<file path="src/rtl/lenet_dispatch_ctrl.sv">
// rtl/lenet_dispatch_ctrl.sv - round-robin dispatcher of NUM_BUF frame buffers onto one LeNet engine
// Optional start-ack timeout enabled by defining LENET_DISPATCH_TIMEOUT_EN
module lenet_dispatch_ctrl #(
    parameter int NUM_BUF     = 2,
    parameter int FCNT_W      = 8,
    parameter int ACK_TIMEOUT = 1024,
    localparam int IDX_W      = (NUM_BUF > 1) ? $clog2(NUM_BUF) : 1
) (
    input  logic               clk,
    input  logic               rst_n,
    input  logic [NUM_BUF-1:0] data_ready,
    input  logic               lenet_ready,
    output logic               lenet_go,
    output logic [IDX_W-1:0]   go_buf,
    output logic [NUM_BUF-1:0] buf_release,
    output logic               busy,
    output logic [FCNT_W-1:0]  frame_cnt,
    output logic               ack_timeout
);

    if (NUM_BUF < 1 || NUM_BUF > 16 || ACK_TIMEOUT < 1) begin : g_bad_params
        $error("lenet_dispatch_ctrl: illegal parameter set");
    end

    typedef enum logic [1:0] {E_READY, E_ACK, E_BUSY} eng_state_t;
    typedef enum logic [1:0] {B_IDLE, B_PEND, B_ISSUED, B_DONE} buf_state_t;

    eng_state_t         eng_q, eng_d;
    buf_state_t         buf_q [NUM_BUF];
    buf_state_t         buf_d [NUM_BUF];
    logic [IDX_W-1:0]   rr_ptr, grant, rr_next;
    logic [NUM_BUF-1:0] pend, rel_d;
    logic               grant_vld, do_go, do_done, do_timeout;

`ifdef LENET_DISPATCH_TIMEOUT_EN
    localparam int TO_W = $clog2(ACK_TIMEOUT + 1);
    logic [TO_W-1:0] to_cnt;
`endif

    always_comb begin
        pend = '0;
        for (int i = 0; i < NUM_BUF; i++) pend[i] = (buf_q[i] == B_PEND);
    end

    // Lowest pending index overall, overridden by the lowest one at or after rr_ptr.
    always_comb begin
        grant_vld = 1'b0;
        grant     = '0;
        for (int i = NUM_BUF - 1; i >= 0; i--) begin
            if (pend[i]) begin
                grant_vld = 1'b1;
                grant     = IDX_W'(i);
            end
        end
        for (int i = NUM_BUF - 1; i >= 0; i--) begin
            if (pend[i] && IDX_W'(i) >= rr_ptr) grant = IDX_W'(i);
        end
    end

    assign rr_next = (int'(grant) == NUM_BUF - 1) ? '0 : grant + 1'b1;

    always_comb begin
        eng_d      = eng_q;
        do_go      = 1'b0;
        do_done    = 1'b0;
        do_timeout = 1'b0;
        case (eng_q)
            E_READY: begin
                if (grant_vld) begin
                    do_go = 1'b1;
                    eng_d = E_ACK;
                end
            end
            E_ACK: begin
                if (!lenet_ready) begin
                    eng_d = E_BUSY;
`ifdef LENET_DISPATCH_TIMEOUT_EN
                end else if (to_cnt == TO_W'(ACK_TIMEOUT - 1)) begin
                    do_timeout = 1'b1;
                    eng_d      = E_READY;
`endif
                end
            end
            E_BUSY: begin
                if (lenet_ready) begin
                    do_done = 1'b1;
                    eng_d   = E_READY;
                end
            end
            default: eng_d = E_READY;
        endcase
    end

    always_comb begin
        rel_d = '0;
        for (int i = 0; i < NUM_BUF; i++) begin
            buf_d[i] = buf_q[i];
            rel_d[i] = do_done && (go_buf == IDX_W'(i));
            case (buf_q[i])
                B_IDLE:   if (data_ready[i]) buf_d[i] = B_PEND;
                B_PEND:   if (do_go && grant == IDX_W'(i)) buf_d[i] = B_ISSUED;
                B_ISSUED: begin
                    if (rel_d[i]) buf_d[i] = B_DONE;
                    else if (do_timeout && go_buf == IDX_W'(i)) buf_d[i] = B_PEND;
                end
                B_DONE:   if (!data_ready[i]) buf_d[i] = B_IDLE;
                default:  buf_d[i] = B_IDLE;
            endcase
        end
    end

    always_ff @(posedge clk or negedge rst_n) begin
        if (!rst_n) begin
            eng_q       <= E_READY;
            rr_ptr      <= '0;
            lenet_go    <= 1'b0;
            go_buf      <= '0;
            buf_release <= '0;
            frame_cnt   <= '0;
            for (int i = 0; i < NUM_BUF; i++) buf_q[i] <= B_IDLE;
        end else begin
            eng_q       <= eng_d;
            lenet_go    <= do_go;
            buf_release <= rel_d;
            for (int i = 0; i < NUM_BUF; i++) buf_q[i] <= buf_d[i];
            if (do_go) begin
                go_buf    <= grant;
                rr_ptr    <= rr_next;
                frame_cnt <= frame_cnt + 1'b1;
            end
        end
    end

    assign busy = (eng_q != E_READY);

`ifdef LENET_DISPATCH_TIMEOUT_EN
    always_ff @(posedge clk or negedge rst_n) begin
        if (!rst_n) begin
            to_cnt      <= '0;
            ack_timeout <= 1'b0;
        end else begin
            ack_timeout <= do_timeout;
            if (eng_q == E_ACK && eng_d == E_ACK) to_cnt <= to_cnt + 1'b1;
            else to_cnt <= '0;
        end
    end
`else
    assign ack_timeout = 1'b0;
`endif

endmodule

</file>
<file path="config.mk">
export PLATFORM = sky130hd
export DESIGN_NAME = lenet_dispatch_ctrl
export DESIGN_NICKNAME = d
export VERILOG_FILES = /design/src/rtl/lenet_dispatch_ctrl.sv
export SDC_FILE = /design/constraint.sdc
export NUM_CORES = 1
export LEC_CHECK = 0
export ABC_AREA = 1
export CAP_MARGIN = 20
export CORE_MARGIN = 2
export CORE_UTILIZATION = 51
export DETAILED_ROUTE_END_ITERATION = 12
export GPL_ROUTABILITY_DRIVEN = 0
export PLACE_DENSITY = 0.76
export SYNTH_ARGS = -nofsm -noshare
export SYNTH_HDL_FRONTEND = slang
export SYNTH_SLANG_ARGS = --single-unit
</file>
<file path="constraint.sdc">
create_clock -name clk -period 1.8 [get_ports clk]
set_clock_uncertainty 0.15 [all_clocks]
set_input_delay 0.36 -clock clk [delete_from_list [all_inputs] [get_ports clk]]
set_output_delay 0.36 -clock clk [all_outputs]
set_load 0.02 [all_outputs]
</file>
Yosys cells after proc, flatten, opt, wreduce, memory -nomap -nowiden
Index checks and enable logic that the tools add are counted.
{"block": "word_totals", "wordCells": 70, "output_inout_bits": 14, "inputBits": 5, "register_bits": 19}
{"block": "op_classes", "order_cmp": 2, "reduce_logical": 13, "eq_ne": 19, "n_bitwise": 2, "add_sub_neg": 2, "muxes": 24}
{"operator": "two-way mux 2 bit", "count": 11}
{"operator": "inequality test 2 bit, second input constant", "count": 9}
{"operator": "case mux 2 bit (4 select lines)", "count": 2}
{"operator": "equality test 2 bit, second input constant", "count": 5}
{"operator": "two-way mux 1 bit", "count": 10}
{"operator": "adder 8 x 1 -> 8 bit, second input constant", "count": 1}
{"operator": "AND reduction 4 bit", "count": 2}
{"operator": "equality test 2 x 1 -> 1 bit, second input constant", "count": 3}
{"operator": "logical AND 1 bit", "count": 6}
{"operator": "logical NOT 2 bit", "count": 3}
{"operator": "case mux 2 bit (3 select lines)", "count": 1}
{"operator": "inequality test 2 x 1 -> 1 bit, second input constant", "count": 2}
{"operator": "AND reduction 3 bit", "count": 1}
{"operator": ">= comparator 1 bit, first input constant", "count": 2}
{"operator": "NOT 1 bit", "count": 2}
{"operator": "nonzero test 2 bit", "count": 1}
{"operator": "adder 1 bit, second input constant", "count": 1}

Longest topological paths before layout
{"block": "depth", "word_depth": 9, "mapped_depth": 9, "depth_no_buf": 9}

Least setup slack after synthesis
OpenSTA, ideal clock, no wires.
{"block": "synth_timing", "kind": "flip-flop to flip-flop", "start": "reg buf_q[1] (netlist name)", "end": "reg buf_q[2] (netlist name)", "path_slack_ns": 0.283, "required_ns": 1.533, "n_path_buf": 0, "period_less_slack_ns": 1.517, "t_arrival_ns": 1.250, "path_stages_with_launch": 10, "setup_time_ns": 0.117, "path_cell_list": "dfrtp_1 -> inv_1 -> ha_1 -> nor2_2 -> nor2_8 -> nand2_4 -> nand2_4 -> nand3_2 -> nand2_1 -> nand2_1"}
{"block": "synth_via", "word_cells_on_any_way": 13, "classes_between": "eq/ne (2); mux (7); bitwise (1); reduce/logical (3)"}
{"element": "start, declared", "line_no": "29", "rtl": "buf_state_t buf_q [NUM_BUF];"}
{"element": "equality test 2 x 1 -> 1 bit", "line_no": "42", "rtl": "for (int i = 0; i < NUM_BUF; i++) pend[i] = (buf_q[i] == B_PEND);"}
{"element": "two-way mux 1 bit (2 in a row)", "line_no": "50", "rtl": "if (pend[i]) begin"}
{"element": "two-way mux 1 bit", "line_no": "69", "rtl": "if (grant_vld) begin"}
{"element": "two-way mux 1 bit", "line_no": "67", "rtl": "case (eng_q)"}
{"element": "named net do_go", "line_no": "33", "rtl": "logic grant_vld, do_go, do_done, do_timeout;"}
{"element": "logical AND 1 bit", "line_no": "101", "rtl": "B_PEND: if (do_go && grant == IDX_W'(i)) buf_d[i] = B_ISSUED;"}
{"element": "inequality test 2 x 1 -> 1 bit (no line)"}
{"element": "AND reduction 4 bit (no line)"}
The timed path passes the listed nets, and every way through them passes these cells.
A chain may end at the register's enable or synchronous reset.

Final worst setup path
{"block": "layout_timing", "start": "reg buf_release[0]", "end": "out buf_release[0]"}
{"element": "start, declared", "line_no": "15", "rtl": "output logic [NUM_BUF-1:0] buf_release,"}
{"element": "start signal, assigned", "line_no": "124", "rtl": "buf_release <= rel_d;"}
No word-level cell between the ends.

==> run summary <==
Final hold violation count: 0
Post-DRT Antenna Nets: 0
Main synth FF type: dfrtp_1
Vias in the first global route: 854
Die Wd: 50.1 microns
Largest area contributor in the netlist: dfrtp_1
CTS Buf Count: 3
FF-to-FF End: buf_q[2]
FF+latch count, synth: 19
Nets: 161
Most common cell in the netlist: nand2_1
Synth cell count leaders: 35 x nand2_1, 19 x dfrtp_1, 14 x inv_1
Max IR drop VDD: 0.000907 V
DR iter-0 viols: 9
Crit. path cell count: 1
Total gr overflow: 0
Die Y: 50.1 microns
Slowest Stage Delay on Critical Path: 0.59 ns
Drt first pass iters: 4
RSZ-0062 raised after global routing: no
Share of cells above drive strength 1: 11.9%
Max H-tree Level: 1
Buffers & Inverters on Critical Path: 1
Clk_lat worst skew: 0.29 ns
Clock transition at path regs: 0.11 ns
Status: finished clean
Register-to-register setup slack: 0.16 ns
Fin crit share: 96.7%
CTS Buffer Depth: 2
Worst Reg2Reg Path Length in Cells: 9
Yosys warning total: 0
Max-Cap Viols: 0
Post-Syn Nets: 139
Fraction of registers with async set/reset: 100%
CP startpoint: buf_release[0]
Area contributors post-synth: dfrtp_1 44%, ha_1 14%, nand2_1 12%
Max Clk Rate: 575 MHz
Total negative slack: 0 ns
Maximum fanout along the worst path: 1
Hold Crit Class: in2async
CP Data Arrival Time: 1.23 ns
Cell variety after synth: 21
Tot GR Track Use: 17.8%
Die area: 2510 sq um
Routed len/inst: 11.0 microns
Ports: 19
CP top delay family: buffers and inverters
Via density: 4.98
Seq/Total Area, Yosys: 43.8%
Cell chain of the critical path: clkdlybuf4s50_1
Largest net degree at the start of global routing: 20
Syn Area/Cell: 8.90 sq um
Netlist area before placement: 1090 sq um
Vias: 846
CTS tree: done
Diode count: 0
CP max-delay cell: clkdlybuf4s50_1
Period minus WS final: 1.74 ns
Placeable Area: 1980 sq um
Final setup vio count: 0
Initial antenna violation count: 0
Slew Viols, Final: 0
Post-DP HPWL: 1450 microns
PortBufs: 17
Root Driver: clkbuf_4
Type of origin of the critical path: flop
Initial core utilization: 54.8%
FF+latch area: 475 sq um
Cells after Synth: 122
Clock Sink Count: 19
# rows: 16
Worst setup EP type: output port
Top-area cell type share of the netlist area: 43.8%
Post-CTS Hold Buffers: 0
Post-synth EDFFs: 0
Drt drc: 0
Pwr dens: 1600 nW/um^2
First-pass GRT wire length: 3450 microns
Total power draw: 2100 uW
Leak Pwr: 0.000699 uW
WP data required: 1.29 ns
Filler cells: 181
WL final: 1870 microns
CP Class: reg2out
Syn-to-layout area delta: 20.9%
RR Startpoint: buf_q[3]
Critical Path End: buf_release[0]
Area occupied by multi-input gates: 549 sq um
==> worst min path at each step <==
stage,to,startpoint,slack [ns]
after floorplan,buf_q[0],rst_n,-0.09
after global placement,frame_cnt[7],frame_cnt[7],0.32
after detailed placement,frame_cnt[7],frame_cnt[7],0.33
after CTS,lenet_go,rst_n,0.24
after global routing,lenet_go,rst_n,0.25
final,lenet_go,rst_n,0.24
==> power by group <==
| group | internal, uW | switching [uW] |
|---|---|---|
| sequential | 593 | 174 |
| clock | 82.6 | 130 |
| combinational | 433 | 690 |
| total | 1110 | 994 |
==> layer usage <==
layer	vias up	GRT usage (%)	wire [microns]
li1	422	-	-
met1	408	21.5	850
met2	14	31.6	937
met3	2	0.893	52
met4	0	9.72	27
met5	-	0	0
==> placed cells by master (no fill, tap or decap) <==
cell type,synthesis,final
dfrtp_1,19,19
xor2_1,2,2
clkdlybuf4s15_1,0,1
ha_2,0,1
nand3_2,1,1
clkbuf_4,0,3
o21ai_2,1,1
inv_2,1,2
nand3b_1,1,1
clkinv_2,0,1
or2_2,1,1
nand2_4,3,3
buf_4,1,1
nand4_1,5,5
nor2_8,1,1
nand3_1,4,4
inv_1,14,13
conb_1,1,1
nor3_2,1,1
nand2_1,35,35
xnor2_1,3,3
clkdlybuf4s50_1,0,7
nor2_2,1,1
ha_1,12,11
dlygate4sd2_1,0,8
o21ai_0,6,6
dlymetal6s2s_1,0,1
nor2_1,9,9
==> logic make-up (layout without fill, tap and decap cells) <==
group	after synthesis	count (layout)	synth area share, %
AOI/OAI and AO/OA	7	7	3.57
xor gates and xnor gates	5	5	4.03
adders and majority gates	12	12	13.8
buffers and inverters	16	37	5.88
DFF	19	19	43.8
other	1	1	0.345
and+or+nand+nor	62	62	28.6
==> metrics by stage <==
stage          hold WS, ns  setup slack (ns)  cells  area [sq um]  utilization (%)
3_5_place_dp         0.331            0.0900    166          1290             65.1
2_1_floorplan      -0.0856             0.283    122          1090                -
4_1_cts              0.245           0.00381    170          1310             65.9
3_3_place_gp         0.315             0.134    166          1290             65.1
6_report             0.245            0.0596    170          1310             66.2
5_1_grt              0.253           0.00507    170          1310             66.2
==> state kept, by name (all words and copies together) (netlist names) <==
register,flops
buf_q,4
frame_cnt,8
buf_release,2
rr_ptr,1
lenet_go,1
go_buf,1
eng_q,2
==> repair_timing <==
action / CTS / global route
pin swaps: 0 / 0
gates resized for setup: 9 / 4
endpoints found under the setup margin: 9 / 3
setup buffers: 0 / 0
==> layout make-up <==
| class | count | area share [%] |
|---|---|---|
| Tap cell | 27 | 2.57 |
| Timing Repair Buffer | 18 | 13.0 |
| Clock buffer | 3 | 1.72 |
| Sequential cell | 19 | 36.2 |
| Multi-Input combinational cell | 87 | 41.8 |
| Clock inverter | 1 | 0.381 |
| Inverter | 15 | 4.29 |
(Power assumes the default switching activity.)
